[src/rtl/jk_bank_driver.sv]
// jk_bank_driver: drives an external bank of N JK flip-flops to a requested
// target value, verifies the result through Q feedback and retries a bounded
// number of times before flagging an error.
//
// Ports:
//   clk        - clock, rising edge
//   preset     - asynchronous active-high reset
//   req_valid  - a target is offered
//   req_target - requested bank value (N bits)
//   req_ready  - request can be accepted (registered)
//   q_fb       - Q outputs of the JK bank (N bits)
//   j, k       - per-bit JK excitation (registered, N bits each)
//   busy       - request in progress (registered)
//   done       - one-cycle pulse, bank matched the target (registered)
//   err        - one-cycle pulse, retries exhausted (registered)
module jk_bank_driver #(
    parameter int unsigned N           = 4,
    parameter int unsigned USE_TOGGLE  = 0,
    parameter int unsigned MAX_RETRY   = 2,
    parameter int unsigned CHECK_DELAY = 1
) (
    input  logic         clk,
    input  logic         preset,
    input  logic         req_valid,
    input  logic [N-1:0] req_target,
    output logic         req_ready,
    input  logic [N-1:0] q_fb,
    output logic [N-1:0] j,
    output logic [N-1:0] k,
    output logic         busy,
    output logic         done,
    output logic         err
);

    localparam int unsigned CNT_W = 4;
    localparam logic [CNT_W-1:0] MAX_RETRY_C   = CNT_W'(MAX_RETRY);
    localparam logic [CNT_W-1:0] CHECK_DELAY_C = CNT_W'(CHECK_DELAY);

    typedef enum logic [1:0] {
        IDLE   = 2'd0,
        DRIVE  = 2'd1,
        SETTLE = 2'd2,
        CHECK  = 2'd3
    } state_e;

    state_e           state_q, state_d;
    logic [N-1:0]     tgt_q, tgt_d;
    logic [CNT_W-1:0] retry_q, retry_d;
    logic [CNT_W-1:0] dly_q, dly_d;
    logic [N-1:0]     j_q, j_d;
    logic [N-1:0]     k_q, k_d;
    logic             ready_q, ready_d;
    logic             busy_q, busy_d;
    logic             done_q, done_d;
    logic             err_q, err_d;

    logic [N-1:0]     diff;
    logic [CNT_W-1:0] dly_inc;

    // Bits whose current Q differs from the latched target.
    assign diff    = q_fb ^ tgt_q;
    assign dly_inc = dly_q + CNT_W'(1);

    // Next-state and registered-output logic.
    always_comb begin
        state_d = state_q;
        tgt_d   = tgt_q;
        retry_d = retry_q;
        dly_d   = dly_q;
        j_d     = j_q;
        k_d     = k_q;
        ready_d = ready_q;
        busy_d  = busy_q;
        done_d  = 1'b0;
        err_d   = 1'b0;

        case (state_q)
            IDLE: begin
                if (req_valid && ready_q) begin
                    tgt_d   = req_target;
                    retry_d = '0;
                    ready_d = 1'b0;
                    busy_d  = 1'b1;
                    state_d = DRIVE;
                end
            end
            DRIVE: begin
                // Toggle mode excites 11 on every differing bit; set/reset
                // mode picks 10 or 01 from the target direction.
                if (USE_TOGGLE != 0) begin
                    j_d = diff;
                    k_d = diff;
                end else begin
                    j_d = diff & tgt_q;
                    k_d = diff & ~tgt_q;
                end
                state_d = SETTLE;
            end
            SETTLE: begin
                j_d     = '0;
                k_d     = '0;
                dly_d   = '0;
                state_d = CHECK;
            end
            CHECK: begin
                dly_d = dly_inc;
                if (dly_inc == CHECK_DELAY_C) begin
                    if (q_fb == tgt_q) begin
                        done_d  = 1'b1;
                        busy_d  = 1'b0;
                        ready_d = 1'b1;
                        state_d = IDLE;
                    end else if (retry_q < MAX_RETRY_C) begin
                        retry_d = retry_q + CNT_W'(1);
                        state_d = DRIVE;
                    end else begin
                        err_d   = 1'b1;
                        busy_d  = 1'b0;
                        ready_d = 1'b1;
                        state_d = IDLE;
                    end
                end
            end
            default: begin
                state_d = IDLE;
            end
        endcase
    end

    // State and output registers; preset forces the idle, undriven bank state.
    always_ff @(posedge clk or posedge preset) begin
        if (preset) begin
            state_q <= IDLE;
            tgt_q   <= '0;
            retry_q <= '0;
            dly_q   <= '0;
            j_q     <= '0;
            k_q     <= '0;
            ready_q <= 1'b1;
            busy_q  <= 1'b0;
            done_q  <= 1'b0;
            err_q   <= 1'b0;
        end else begin
            state_q <= state_d;
            tgt_q   <= tgt_d;
            retry_q <= retry_d;
            dly_q   <= dly_d;
            j_q     <= j_d;
            k_q     <= k_d;
            ready_q <= ready_d;
            busy_q  <= busy_d;
            done_q  <= done_d;
            err_q   <= err_d;
        end
    end

    assign j         = j_q;
    assign k         = k_q;
    assign req_ready = ready_q;
    assign busy      = busy_q;
    assign done      = done_q;
    assign err       = err_q;

endmodule

[config.mk]
export PLATFORM = sky130hd
export DESIGN_NAME = jk_bank_driver
export DESIGN_NICKNAME = d
export VERILOG_FILES = /design/src/rtl/jk_bank_driver.sv
export SDC_FILE = /design/constraint.sdc
export NUM_CORES = 1
export LEC_CHECK = 0
export ABC_AREA = 1
export CAP_MARGIN = 20
export CORE_MARGIN = 8
export CORE_UTILIZATION = 57
export DETAILED_ROUTE_END_ITERATION = 7
export GPL_TIMING_DRIVEN = 0
export PLACE_DENSITY = 0.88
export SYNTH_ARGS = -nofsm -noshare
export SYNTH_HDL_FRONTEND = slang
export SYNTH_SLANG_ARGS = --single-unit
[constraint.sdc]
create_clock -name clk -period 3.5 [get_ports clk]
set_clock_uncertainty 0.05 [all_clocks]
set_input_delay 0.7 -clock clk [delete_from_list [all_inputs] [get_ports clk]]
set_output_delay 0.7 -clock clk [all_outputs]
set_load 0.05 [all_outputs]
Word-level counts from Yosys, hierarchy flattened

Cells that the tools add are included.

Register bits: 26
Output and inout port bits: 12
Logic and storage cells: 66

$add $sub $neg: 2
$lt $le $gt $ge: 1
Equality and inequality tests: 10
Muxes and demuxes: 30
Bitwise logic cells: 4
Reduce and logical (&&, ||, !) cells: 9

Operators by type and width:

| kind                                                        | count |
|---|---|
| case mux 4 bit (2 select lines)                             | 4 |
| 2-to-1 mux 1 bit                                            | 17 |
| 2-to-1 mux 4 bit                                            | 4 |
| adder 4 x 1 -> 4 bit (second input constant)                | 2 |
| bitwise AND 4 bit                                           | 2 |
| != test 2 bit (second input constant)                       | 4 |
| case mux 2 bit (4 select lines)                             | 1 |
| nonzero test 2 bit                                          | 3 |
| AND reduction 5 bit                                         | 1 |
| equality test 2 bit (second input constant)                 | 2 |
| equality test 4 x 1 -> 1 bit (second input constant)        | 1 |
| equality test 4 bit                                         | 1 |
| less-than comparator 4 x 2 -> 1 bit (second input constant) | 1 |
| 2-to-1 mux 2 bit                                            | 2 |
| NOT 4 bit                                                   | 1 |
| case mux 1 bit (2 select lines)                             | 2 |
| AND reduction 2 bit                                         | 2 |
| AND reduction 4 bit                                         | 1 |
| XOR 4 bit                                                   | 1 |
| != test 3 bit (second input constant)                       | 1 |
| equality test 2 x 1 -> 1 bit (second input constant)        | 1 |
| logical NOT 2 bit                                           | 1 |
| logical AND 1 bit                                           | 1 |

Logic depth before layout (Yosys ltp)

Depth in word-level cells: 5
Gate-level depth with buffers: 11

Least setup slack after synthesis

Ideal clock, no wire load.

Path kind: input to register
Start: in q_fb[2]
End: reg busy_q, in the netlist busy
Setup time: 119 ps
Data arrival time: 1627 ps
Slack: 1703 ps
Stages on the path: 9
Cell sequence: inv_1 -> ha_1 -> nand2_1 -> nor2_2 -> nor2_1 -> nor2_1 -> nand3_2 -> nand2_1 -> nand2_1

Word-level cells in the longest chain between the ends: 4

Ends and longest elaborated chain:

| item                            | RTL line | text |
|---|---|---|
| from (decl)                     | 27       | `input logic [N-1:0] q_fb,` |
| equality test 4 bit (*)         | 108      | `if (q_fb == tgt_q) begin` |
| 2-to-1 mux 1 bit                | 108      |  |
| 2-to-1 mux 1 bit                | 107      | `if (dly_inc == CHECK_DELAY_C) begin` |
| case mux 1 bit (2 select lines) | 77       | `case (state_q)` |
| to (signal assigned)            | 151      | `busy_q <= busy_d;` |
| to (decl)                       | 53       | `logic busy_q, busy_d;` |

Every way passes the cells marked *; elsewhere a longest branch is shown, timed or not. The select of a mux whose other input is x is not followed.
A chain may end at the register's enable or synchronous reset.

Worst setup path after layout

Start: reg ready_q, in the netlist req_ready
End: out req_ready

RTL lines:

| item                   | RTL line | text |
|---|---|---|
| from (decl)            | 52       | `logic ready_q, ready_d;` |
| from (signal assigned) | 150      | `ready_q <= ready_d;` |
| to (decl)              | 26       | `output logic req_ready,` |

No word-level cell between the ends.

==> results.json <==
{
  "netlist_top_cells_count": "35 x nand2_1, 30 x inv_1, 25 x dfrtp_1",
  "fin_crit_ns": 2.46,
  "grt_pass1_wl_um": 5260,
  "ctsHtreeMaxLevel": 1,
  "p_comb_share_pct": 6.2,
  "cpPeakStageDelay_ns": 0.81,
  "seq_area_frac_synth_pct": 44.8,
  "synth-seq-cells": 26,
  "power.total_uw": 462,
  "holdWs_ns": 0.440,
  "cp_data_required_time_ns": 2.75,
  "grt_max_degree": 27,
  "cts_tree": "built",
  "cap_violations": 0,
  "avgViaCountPerCell": 5.11,
  "hold_violations": 0,
  "die_y_um": 66.5,
  "cts_root_buf": "clkbuf_4",
  "place_congestion": 0.822,
  "seqPwrFrac_pct": 65.1,
  "period_share_pct": 70.2,
  "synth.most_common_cell": "nand2_1",
  "p_sw_uw": 101,
  "synthToLayoutAreaGrowth_pct": 21.4,
  "synth_ff_type": "dfrtp_1",
  "synth_edf_count": 0,
  "postCtsHoldBufs": 0,
  "antenna_found_initial": 0,
  "fin_nets": 220,
  "die_area_sq_um": 4430,
  "final_util_pct": 72.0,
  "switching_share_pct": 21.9,
  "worstPathMaxFanout": 4,
  "critical-path-top-delay-family": "buffers and inverters",
  "tightestPinTransition_ns": 0.506,
  "diodes": 0,
  "synth_area_leaders": "dfrtp_1 43%, ha_1 13%, nand2_1 9.0%",
  "slew-limit-headroom_pct": 66.1,
  "hp-class": "flop to flop",
  "grt_overflow_total": 0,
  "cts.clk_slew.worst_paths_ns": 0.13,
  "io_buffers": 22,
  "core_area_sq_um": 2450,
  "p_per_area_nw_per_um2": 261,
  "synthCells": 166,
  "postSynthAreaPerCell_sq_um": 8.77,
  "first_pass_iters": 4,
  "fillCellCount": 172,
  "crit_slowest_cell": "clkdlybuf4s50_1",
  "cts_sinks": 26,
  "cts_buffer_depth": 2,
  "maxClockFrequency_mhz": 407,
  "drive_gt1_share_pct": 11.9,
  "worstPathCellList": "clkdlybuf4s50_1",
  "syn_area_sq_um": 1460,
  "ir_drop_uv": 329,
  "p_leak_nw": 0.909,
  "initial_core_util_pct": 59.3,
  "worst-path-buf-inv": 1,
  "synth.top_cell.area_share_pct": 43.0,
  "ys_warn_count": 0,
  "setup_viol": 0,
  "postCtsSetupBuffers": 0,
  "wl_per_cell_um": 13.9,
  "async_reset_ff_share_pct": 100,
  "ant_nets": 0,
  "numCtsBuffers": 3,
  "clock_latency_ns": 0.32,
  "endpoint_kind": "primary output",
  "fp-row-count": 18,
  "tns_ns": 0,
  "drc": 0,
  "rsz0062_at_grt": "no",
  "status": "complete, no violations",
  "fp.dieW_um": 66.5,
  "io_pins": 23,
  "slew_viol_final": 0,
  "yosysTopAreaCell": "dfrtp_1",
  "dp_hpwl_um": 2500,
  "vias": 1140,
  "syn-num-nets": 192,
  "p_int_uw": 360,
  "grt_pass1_vias": 1221,
  "startpoint_type": "flop",
  "clock_power_share_pct": 28.7,
  "drt_wl_total_um": 3100,
  "yosysUniqueCellTypes": 29,
  "crit_arrival_ns": 1.71,
  "critical_path_class": "flop to primary output",
  "cts_resized": 0,
  "drt_iter0_markers": 48,
  "track_usage_pct": 15.0
}
[path summary, 6_finish.rpt]
path,from,endpoint,slack (ns),cells after the start
max,req_ready$_DFFE_PP1P_,req_ready,1.04,1
min,req_ready$_DFFE_PP1P_,req_ready$_DFFE_PP1P_,0.44,2
max reg2reg,state_q[1]$_DFFE_PP0P_,j[2]$_DFFE_PP0P_,1.83,6
min reg2reg,req_ready$_DFFE_PP1P_,req_ready$_DFFE_PP1P_,0.44,2
max in group asynchronous,preset,req_ready$_DFFE_PP1P_,2.29,3
min in group asynchronous,preset,dly_q[2]$_DFFE_PP0P_,0.60,2
[metrics by stage]
stage               area, sq um  instances  worst slack (ns)
global route               1770        223             0.991
global placement           1710        218              1.10
finish                     1770        223              1.04
detailed placement         1710        218              1.01
floorplan                  1460        166              1.70
CTS                        1740        222              1.02
[registers in the layout (all words and copies together), names as in the netlist]
signal / flops
busy: 1
dly_q: 4
done: 1
err: 1
j: 4
k: 4
req_ready: 1
retry_q: 4
state_q: 2
tgt_q: 4
[placed cells by master (no fill, tap or decap)]
master	n
nand3b_1	1
clkbuf_1	1
buf_2	1
o22ai_1	1
a21oi_1	4
buf_6	1
a21boi_1	1
nor2_2	1
dfstp_2	1
or2_2	1
clkbuf_4	3
nor2_4	1
nor2_1	11
ha_1	15
buf_16	1
inv_2	3
inv_1	30
nand3_4	1
nand2_4	2
xnor2_1	1
nand2_2	3
nand4_1	6
nand2_1	35
clkdlybuf4s50_1	22
o21ai_1	1
nand2_8	1
a21oi_2	2
o21ai_0	11
nand3_1	3
dfrtp_1	25
nand3_2	1
nor3_1	1
nor4_1	1
[layout make-up]
type | instances | area [sq um] | share of cell area (%)
timing repair buffer | 23 | 248 | 14.0
multi-input combinational | 105 | 664 | 37.6
tap | 30 | 37.5 | 2.12
sequential | 26 | 652 | 36.9
buffer | 2 | 16.3 | 0.920
clock buffer | 4 | 26.3 | 1.49
inverter | 33 | 124 | 7.01
[kinds of logic after synthesis]
family,Yosys count,share of synthesized area [%]
AOI/OAI and AO/OA,20,7.65
and+or+nand+nor,69,24.5
DFF,26,44.8
buffers and inverters,35,9.62
xor gates and xnor gates,1,0.601
adders and majority gates,15,12.9
[per-layer routing]
layer / part of all wire (%) / up-vias / wire length, um / track usage, %
li1: - / 570 / - / -
met1: 40 / 548 / 1230 / 15.4
met2: 54 / 18 / 1680 / 28.3
met3: 4.5 / 4 / 140 / 3.19
met4: 1.7 / 0 / 53 / 6.40
met5: 0 / - / 0 / 0
[power by group through the flow]
stage / Clock (mW) / Combinational [mW] / Sequential [mW]
final: 0.133 / 0.0285 / 0.300
after global routing: 0.150 / 0.0320 / 0.301
after CTS: 0.136 / 0.0252 / 0.300
after detailed placement: 0 / 0.0252 / 0.306
after global placement: 0 / 0.0237 / 0.306
after floorplan: 0 / 0.00924 / 0.306
No activity file was read; power rests on OpenSTA's default activity.
